==> config.mk <==
export PLATFORM = sky130hd
export DESIGN_NAME = uncached_bridge
export DESIGN_NICKNAME = d
export VERILOG_FILES = /design/src/rtl/uncached_bridge_pkg.sv /design/src/rtl/uncached_bridge.sv
export SDC_FILE = /design/constraint.sdc
export NUM_CORES = 1
export LEC_CHECK = 0
export CORE_UTILIZATION = 40
export CTS_CLUSTER_DIAMETER = 60
export DETAILED_ROUTE_END_ITERATION = 12
export PLACE_DENSITY = 0.81
export SYNTH_ARGS = -nofsm -noshare
export SYNTH_HDL_FRONTEND = slang
export SYNTH_SLANG_ARGS = --single-unit
==> constraint.sdc <==
create_clock -name clk -period 1.7 [get_ports clk]
set_input_delay 0.255 -clock clk [delete_from_list [all_inputs] [get_ports clk]]
set_output_delay 0.255 -clock clk [all_outputs]
set_load 0.02 [all_outputs]
==> src/rtl/uncached_bridge_pkg.sv <==
// Shared bus widths, AXI response codes and transfer-size encodings for the uncached bridge.
package uncached_bridge_pkg;
    localparam int ADDR_BUS = 32;
    localparam int DATA_BUS = 32;

    localparam logic [1:0] RESP_OKAY = 2'b00;

    localparam logic [2:0] SIZE_BYTE = 3'd0;
    localparam logic [2:0] SIZE_HALF = 3'd1;
    localparam logic [2:0] SIZE_WORD = 3'd2;
endpackage

==> src/rtl/uncached_bridge.sv <==
// Single-outstanding bridge turning a stalling CPU uncached request into one AXI read or write.
module uncached_bridge
    import uncached_bridge_pkg::*;
(
    input  logic                clk,
    input  logic                rst,
    input  logic                req_en,
    input  logic                req_we,
    input  logic [3:0]          req_sel,
    input  logic [ADDR_BUS-1:0] req_addr,
    input  logic [DATA_BUS-1:0] req_wdata,
    output logic                req_stall,
    output logic [DATA_BUS-1:0] req_rdata,
    output logic                bus_err,
    output logic [ADDR_BUS-1:0] araddr,
    output logic [2:0]          arsize,
    output logic                arvalid,
    input  logic                arready,
    input  logic [DATA_BUS-1:0] rdata,
    input  logic [1:0]          rresp,
    input  logic                rvalid,
    output logic                rready,
    output logic [ADDR_BUS-1:0] awaddr,
    output logic [2:0]          awsize,
    output logic                awvalid,
    input  logic                awready,
    output logic [DATA_BUS-1:0] wdata,
    output logic [3:0]          wstrb,
    output logic                wvalid,
    input  logic                wready,
    input  logic [1:0]          bresp,
    input  logic                bvalid,
    output logic                bready
);
    typedef enum logic [2:0] {
        S_IDLE = 3'd0,
        S_AR   = 3'd1,
        S_R    = 3'd2,
        S_AW_W = 3'd3,
        S_B    = 3'd4,
        S_DONE = 3'd5
    } state_t;

    function automatic logic [2:0] size_from_sel(input logic [3:0] sel);
        case (sel)
            4'b1111:          size_from_sel = SIZE_WORD;
            4'b0011, 4'b1100: size_from_sel = SIZE_HALF;
            default:          size_from_sel = SIZE_BYTE;
        endcase
    endfunction

    state_t              state_q, state_d;
    logic [ADDR_BUS-1:0] addr_q, addr_d;
    logic [3:0]          sel_q, sel_d;
    logic [DATA_BUS-1:0] wdata_q, wdata_d;
    logic [DATA_BUS-1:0] rdata_q, rdata_d;
    logic [1:0]          resp_q, resp_d;
    logic                aw_done_q, aw_done_d;
    logic                w_done_q, w_done_d;
    logic                aw_hs, w_hs;

    assign aw_hs = (state_q == S_AW_W) && !aw_done_q && awready;
    assign w_hs  = (state_q == S_AW_W) && !w_done_q && wready;

    always_comb begin
        state_d   = state_q;
        addr_d    = addr_q;
        sel_d     = sel_q;
        wdata_d   = wdata_q;
        rdata_d   = rdata_q;
        resp_d    = resp_q;
        aw_done_d = aw_done_q;
        w_done_d  = w_done_q;
        case (state_q)
            S_IDLE: begin
                if (req_en) begin
                    addr_d    = req_addr;
                    sel_d     = req_sel;
                    wdata_d   = req_wdata;
                    rdata_d   = '0;
                    resp_d    = RESP_OKAY;
                    aw_done_d = 1'b0;
                    w_done_d  = 1'b0;
                    state_d   = req_we ? S_AW_W : S_AR;
                end
            end
            S_AR: if (arready) state_d = S_R;
            S_R: begin
                if (rvalid) begin
                    rdata_d = rdata;
                    resp_d  = rresp;
                    state_d = S_DONE;
                end
            end
            S_AW_W: begin
                // Address and data handshakes may land in either order or together.
                if (aw_hs) aw_done_d = 1'b1;
                if (w_hs)  w_done_d  = 1'b1;
                if ((aw_done_q || aw_hs) && (w_done_q || w_hs)) state_d = S_B;
            end
            S_B: begin
                if (bvalid) begin
                    resp_d  = bresp;
                    state_d = S_DONE;
                end
            end
            S_DONE:  state_d = S_IDLE;
            default: state_d = S_IDLE;
        endcase
    end

    always_ff @(posedge clk) begin
        if (rst) begin
            state_q   <= S_IDLE;
            addr_q    <= '0;
            sel_q     <= '0;
            wdata_q   <= '0;
            rdata_q   <= '0;
            resp_q    <= RESP_OKAY;
            aw_done_q <= 1'b0;
            w_done_q  <= 1'b0;
        end else begin
            state_q   <= state_d;
            addr_q    <= addr_d;
            sel_q     <= sel_d;
            wdata_q   <= wdata_d;
            rdata_q   <= rdata_d;
            resp_q    <= resp_d;
            aw_done_q <= aw_done_d;
            w_done_q  <= w_done_d;
        end
    end

    // Outputs are forced quiet while rst is high, even before the first reset edge lands.
    assign req_stall = req_en && (state_q != S_DONE) && !rst;
    assign req_rdata = rst ? '0 : rdata_q;
    assign bus_err   = !rst && (state_q == S_DONE) && (resp_q != RESP_OKAY);

    assign arvalid = !rst && (state_q == S_AR);
    assign rready  = !rst && (state_q == S_R);
    assign awvalid = !rst && (state_q == S_AW_W) && !aw_done_q;
    assign wvalid  = !rst && (state_q == S_AW_W) && !w_done_q;
    assign bready  = !rst && (state_q == S_B);

    assign araddr = rst ? '0 : addr_q;
    assign awaddr = rst ? '0 : addr_q;
    assign arsize = rst ? 3'd0 : size_from_sel(sel_q);
    assign awsize = rst ? 3'd0 : size_from_sel(sel_q);
    assign wstrb  = rst ? 4'd0 : sel_q;
    assign wdata  = rst ? '0 : wdata_q;
endmodule

# After elaboration in Yosys (flattened, before gate mapping)
# Cells that the tools add are included.
[totals] input_bits=113 elab_cells=81 out_inout_bits=145 register_bits=107
[classes] n_reduce_logical=32 eq_ne=16 mux=25
[ops] operator="32-bit 2-to-1 mux" n=5
[ops] operator="32-bit one-hot mux with 2 select lines" n=1
[ops] operator="3-bit 2-to-1 mux" n=6
[ops] operator="1-bit logical AND" n=15
[ops] operator="3-bit one-hot mux with 5 select lines" n=1
[ops] operator="2-bit != test, second input constant" n=6
[ops] operator="3-bit AND reduction" n=3
[ops] operator="4-bit equality test, second input constant" n=2
[ops] operator="2-bit 2-to-1 mux" n=4
[ops] operator="3-bit by 2-bit equality test with 1-bit output, second input constant" n=2
[ops] operator="3-bit equality test, second input constant" n=2
[ops] operator="2-bit one-hot mux with 3 select lines" n=1
[ops] operator="2-bit nonzero test" n=3
[ops] operator="5-bit AND reduction" n=1
[ops] operator="4-bit by 2-bit equality test with 1-bit output, second input constant" n=1
[ops] operator="4-bit 2-to-1 mux" n=1
[ops] operator="1-bit one-hot mux with 2 select lines" n=2
[ops] operator="2-bit one-hot mux with 2 select lines" n=1
[ops] operator="4-bit AND reduction" n=1
[ops] operator="3-bit by 1-bit equality test with 1-bit output, second input constant" n=1
[ops] operator="1-bit logical NOT" n=3
[ops] operator="3-bit logical NOT" n=1
[ops] operator="1-bit 2-to-1 mux" n=3
[ops] operator="3-bit != test, second input constant" n=1
[ops] operator="5 further kinds" n=6

# Logic depth before layout (Yosys ltp)
# Gate-level depths: netlist of run 1.
[depth] ltp_word=7 ltp_mapped=8 ltp_nobuf=4

# Worst setup path after synthesis of run 1
# Ideal clock, no wire load.
[synth_path] kind="input -> output" start="input rst" end="output awsize[0]" stages=5 setup_slack_ns=0.014 n_path_buf=4 required_time_ns=1.445 arrival_ns=1.431 cell_sequence="clkbuf_1 -> buf_2 -> buf_1 -> a21oi_1 -> buf_4"
[synth_via] elab_chain_cells=1
[synth_lines] item="start: declaration" line_no="uncached_bridge.sv:6" source="input logic rst,"
[synth_lines] item="3-bit 2-to-1 mux"
[synth_lines] item="end: declaration" line_no="uncached_bridge.sv:24" source="output logic [2:0] awsize,"
# No other way between the ends.

# Worst setup path in the final report of run 1
[layout_path] start="register sel_q[3]" end="output arsize[0]"
[layout_via] elab_chain_cells=4 word_cells_on_any_way=6 classes_between="eq/ne (3); mux (2); reduce/logical (1)"
[layout_lines] item="start: declaration" line_no="uncached_bridge.sv:54" source="logic [3:0] sel_q, sel_d;"
[layout_lines] item="start signal: assignment" line_no="uncached_bridge.sv:125" source="sel_q <= sel_d;"
[layout_lines] item="4-bit by 2-bit equality test with 1-bit output / 4-bit equality test (equally long branches)" line_no="uncached_bridge.sv:45" source="case (sel)"
[layout_lines] item="2-bit OR reduction" line_no="uncached_bridge.sv:45"
[layout_lines] item="2-bit one-hot mux with 2 select lines *" line_no="uncached_bridge.sv:45"
[layout_lines] item="3-bit 2-to-1 mux *" line_no="uncached_bridge.sv:147" source="assign arsize = rst ? 3'd0 : size_from_sel(sel_q);"
[layout_lines] item="end: declaration" line_no="uncached_bridge.sv:16" source="output logic [2:0] arsize,"
# Mark *: on every way between the ends. The rest lies on a longest branch, timed or not.

==> results of run 1 <==
==> worst min-delay path by stage <==
stage	startpoint	endpoint	slack, ns	cells after the start
after floorplan	rdata[20]	rdata_q[20]$_SDFFE_PP0P_	0.39	2
after global placement	wdata_q[25]$_SDFFE_PP0P_	wdata_q[25]$_SDFFE_PP0P_	0.43	2
after detailed placement	addr_q[23]$_SDFFE_PP0P_	addr_q[23]$_SDFFE_PP0P_	0.44	2
after CTS	rst	wdata_q[21]$_SDFFE_PP0P_	0.19	2
after global routing	rst	wdata_q[21]$_SDFFE_PP0P_	0.21	2
final	rst	wdata_q[21]$_SDFFE_PP0P_	0.20	2
==> worst register-to-register path, cell delays in order (launching register included) <==
cell,delay [ns]
sky130_fd_sc_hd__dfxtp_1,0.37
sky130_fd_sc_hd__buf_4,0.16
sky130_fd_sc_hd__mux2i_2,0.40
sky130_fd_sc_hd__a22o_1,0.27
sky130_fd_sc_hd__a2bb2oi_1,0.17
sky130_fd_sc_hd__nor2_1,0.05
==> power by group <==
part	total, mW	internal (mW)	switching (mW)
logic	3.21	1.37	1.84
registers	3.07	2.90	0.172
clock network	2.19	1.20	0.990
==> sequential cells by signal, indices dropped and copies added (netlist names) <==
| register | count |
|---|---|
| aw_done_q | 1 |
| addr_q | 32 |
| wdata_q | 32 |
| rdata_q | 32 |
| resp_q | 2 |
| state_q | 3 |
| w_done_q | 1 |
| sel_q | 4 |
==> through the flow <==
| stage | utilization, % | area [um2] | std cells | hold slack, ns |
|---|---|---|---|---|
| after global routing | 64.89 | 7826 | 1051 | 0.2086 |
| final | 64.89 | 7826 | 1051 | 0.2017 |
| after floorplan | - | 4965 | 652 | 0.3852 |
| after detailed placement | 63.63 | 7675 | 1035 | 0.4369 |
| after CTS | 64.94 | 7833 | 1051 | 0.1860 |
| after global placement | 63.63 | 7675 | 1035 | 0.4323 |
==> layout by cell type, fill, tap and decap left out, types with 3 or more instances in the layout <==
master / count
sky130_fd_sc_hd__a21oi_1: 72
sky130_fd_sc_hd__clkdlybuf4s50_1: 111
sky130_fd_sc_hd__o21ai_1: 5
sky130_fd_sc_hd__clkdlybuf4s15_2: 5
sky130_fd_sc_hd__nor2b_1: 100
sky130_fd_sc_hd__nor3_1: 6
sky130_fd_sc_hd__dlymetal6s2s_1: 3
sky130_fd_sc_hd__nand2_1: 171
sky130_fd_sc_hd__nand3_1: 34
sky130_fd_sc_hd__dfxtp_2: 4
sky130_fd_sc_hd__buf_2: 4
sky130_fd_sc_hd__o21ai_0: 31
sky130_fd_sc_hd__buf_4: 36
sky130_fd_sc_hd__clkbuf_16: 9
sky130_fd_sc_hd__buf_12: 9
sky130_fd_sc_hd__nor2_1: 7
sky130_fd_sc_hd__dfxtp_1: 103
sky130_fd_sc_hd__dlygate4sd2_1: 129
==> synthesized netlist by cell type, types with 4 or more instances <==
library cell | number | share of area (%)
sky130_fd_sc_hd__a21oi_1 | 72 | 7.3
sky130_fd_sc_hd__buf_2 | 14 | 1.4
sky130_fd_sc_hd__buf_4 | 38 | 5.8
sky130_fd_sc_hd__buf_6 | 4 | 0.91
sky130_fd_sc_hd__clkbuf_1 | 27 | 2.0
sky130_fd_sc_hd__dfxtp_1 | 107 | 43
sky130_fd_sc_hd__nand2_1 | 171 | 13
sky130_fd_sc_hd__nand3_1 | 34 | 3.4
sky130_fd_sc_hd__nor2_1 | 7 | 0.53
sky130_fd_sc_hd__nor2b_1 | 101 | 13
sky130_fd_sc_hd__nor3_1 | 6 | 0.61
sky130_fd_sc_hd__o21ai_0 | 31 | 3.1
sky130_fd_sc_hd__o21ai_1 | 5 | 0.50
==> layout make-up <==
type,instances,share of cell area (%)
Multi-Input combinational cell,457,29.56
Tap cell,168,2.686
Sequential cell,107,27.43
Clock buffer,10,3.054
Timing Repair Buffer,301,36.26
Inverter,2,0.09592
Clock inverter,6,0.9113
==> metal layers <==
metal,part of all wire [%],wire [um],track usage [%],vias to the layer above
met3,8.0,1124,6.802,22
met5,0,0,0,-
met1,40,5640,24.66,2251
met2,49,6913,37.67,192
met4,2.6,364,9.298,0
li1,-,-,-,2518
==> kinds of logic after synthesis <==
family                 after synthesis  share of synthesized area (%)
other                                1                        0.07559
and+or+nand+nor                    333                          32.76
DFF                                107                          43.18
buffers and inverters               88                          10.49
AOI/OAI and AO/OA                  120                          13.01
muxes                                2                         0.4791
==> results by stage, run 1 <==
Synthesis:
- The fraction of the yosys area taken by sequential cells is 43.18%.
- The main flop type after synthesis is sky130_fd_sc_hd__dfxtp_1.
- The combined area of all synthesized cells is 4961 um2.
- After synthesis, the netlist uses 40 different library cells.
- The synthesized instance count is around 650.
- The average instance area after synthesis is between 7 and 8 um2.
- Counting flops with an async set or reset pin after synthesis yields a share of 0%.
- Counting flops and latches in the post-synthesis netlist gives 107.
- In this run, synthesis inferred 0 flip-flops with an integrated enable.
- The warning count from the yosys run is 0.

Final layout:
- The proportion of layout cells with a drive suffix above 1 is 10.31%.
- Summing all multi-input logic gate instances after layout gives 2313 um2.
- The sequential cells in the finished layout cover a total of approximately 2100 um2.
- The antenna cell count is 0.
- In the final design database the tool counted approximately 990 nets.
- Compared with the post-synthesis result, the final layout area differs by 57.76%.
- The number of fill cells in the layout is roughly 1100.

Critical path:
- In this run the worst path has a maximum fanout of 4.
- In this run the number of cells on the critical path is 5.
- The cell class contributing the biggest share of worst-path delay is buffers and inverters.
- The worst reg2reg path startpoint is state_q[1]$_SDFFE_PP0P_.
- On the worst path, the slowest cell contributes a delay of between 0.3 and 0.4 ns.
- The critical path endpoint is arsize[0].
- The required time of the critical path is 1.44 ns.
- The worst setup path startpoint is sel_q[3]$_SDFFE_PP0P_.
- STA classifies the critical path endpoint as a primary output.
- The number of buffers and inverters on the critical path is 2.
- The kind of critical path is flop to primary output.
- The slowest cell on the critical path is sky130_fd_sc_hd__dfxtp_2.
- The arrival time of data at the critical path endpoint is about 1.4 ns.
- The worst register-to-register path ends at state_q[2]$_SDFFE_PP0P_.
- The number of cells on the worst reg-to-reg path is 5.
- Walking the worst path, the cells encountered are nor2_1, nand3_1, a21oi_1, buf_4, clkdlybuf4s15_2.
- In this run the register-to-register setup slack is 0.16 ns.
- The kind of launch point of the worst setup path is a flop.

CTS:
- The library cell used as clock root buffer is sky130_fd_sc_hd__clkbuf_16.
- In this run, post-CTS hold repair placed 0 buffers.
- The number of buffers on the longest clock path is 2.
- The H-tree generated during clock tree synthesis spans 3 levels.
- The clock buffer count from CTS is 9.
- The post-cts sizing count is between 150 and 200.
- The count of buffers added by post-CTS timing repair for setup is 0.
- The CTS sink count is 107.
- At the later pin of the worst-skew pair, clock insertion delay measures ~0.35 ns.
- The clock edge transition at the registers on the reported setup and hold paths is 0.08 ns.
- The CTS tree is yes.

Die:
- The floorplan has 40 rows.
- The initial cell density of the core is 41.13%.
- The floorplan step defined a die boundary enclosing 12850 um2.
- The horizontal extent of the die is 113.4 um.
- From bottom edge to top edge, the die measures 113.4 um.
- The region available for standard cell placement spans ~12000 um2.
- For this design the top-level I/O count stands at 258.

Routing:
- The first-pass iteration count of the detailed router is 4.
- Dividing the detail-routed wire length by the instance count gives between 10 and 15 um.
- The overall routed net length is 14.04 mm.
- Once detail routing completed, the nets flagged for antenna violations numbered 0.
- The overall via count from detail_route is around 5000.
- After detailed routing, the number of remaining DRC violations is 0.
- The number of DRC markers in iteration 0 is 340.
- After detailed routing, the number of vias per cell comes to approximately 4.7.

Run:
- Max-cap violations in this run came to 0.

Timing:
- The worst path uses 97.08% of the clock period.
- The final number of hold-violating endpoints is 0.
- Based on the critical path, the design can be clocked at up to 605.9 MHz.
- Setup repair after global routing left no endpoint under its margin.
- Across all setup checks in the final design, the least slack found is between 0.04 and 0.05 ns.
- The number of pins exceeding their max-slew limit in the final report is 0.
- The shortest clock period the worst path allows after layout is 1.650 ns.
- The largest clock skew in the final design is between 0.008 and 0.009 ns.
- The final setup violation count is 0.
- For the final routed database, the setup TNS stands at 0 ns.

Global routing:
- Entering global routing, the biggest net connects 70 pins.
- The sum of overflow across all layers after global routing is 0.
- The first global-routing pass estimated 21.97 mm of wire.
- For this run, the total global-route usage over all layers was measured as around 22%.
- The number of antenna violations at the first check in global routing is 0.
- The number of global-route vias before repair is about 4500.

Pwr:
- The power density over cell area is 1083 nW/um2.
- The total chip power is 8.475 mW.
- Summed over all cells, the static leakage comes to 3.745 nW.
- The maximum vdd ir drop is slightly above 700 uV.

Outcome:
- The flow ran to the end, and the final reports show no timing, DRC or antenna violations.

Min path:
- The worst hold-check path type is input pin to flop.

Placed design:
- The weighted congestion reported at the end of routability-driven placement is 0.8099.
- The number of port buffers is 255.
- The wire-length estimate of the detail-placed layout is a little over 10 mm.
- OpenSTA, run right after detailed placement, puts the worst setup slack at -0.1396 ns.
Note: power is estimated with default switching activity, not from simulation.
==> run 2: changes to the inputs <==
--- a/config.mk
+++ b/config.mk
@@ -5,6 +5,7 @@
 export SDC_FILE = /design/constraint.sdc
 export NUM_CORES = 1
 export LEC_CHECK = 0
+export CAP_MARGIN = 20
 export CORE_UTILIZATION = 40
 export CTS_CLUSTER_DIAMETER = 60
 export DETAILED_ROUTE_END_ITERATION = 12
==> results of run 2 <==
The final DEF is identical to that of run 1; final timing and power are the same.
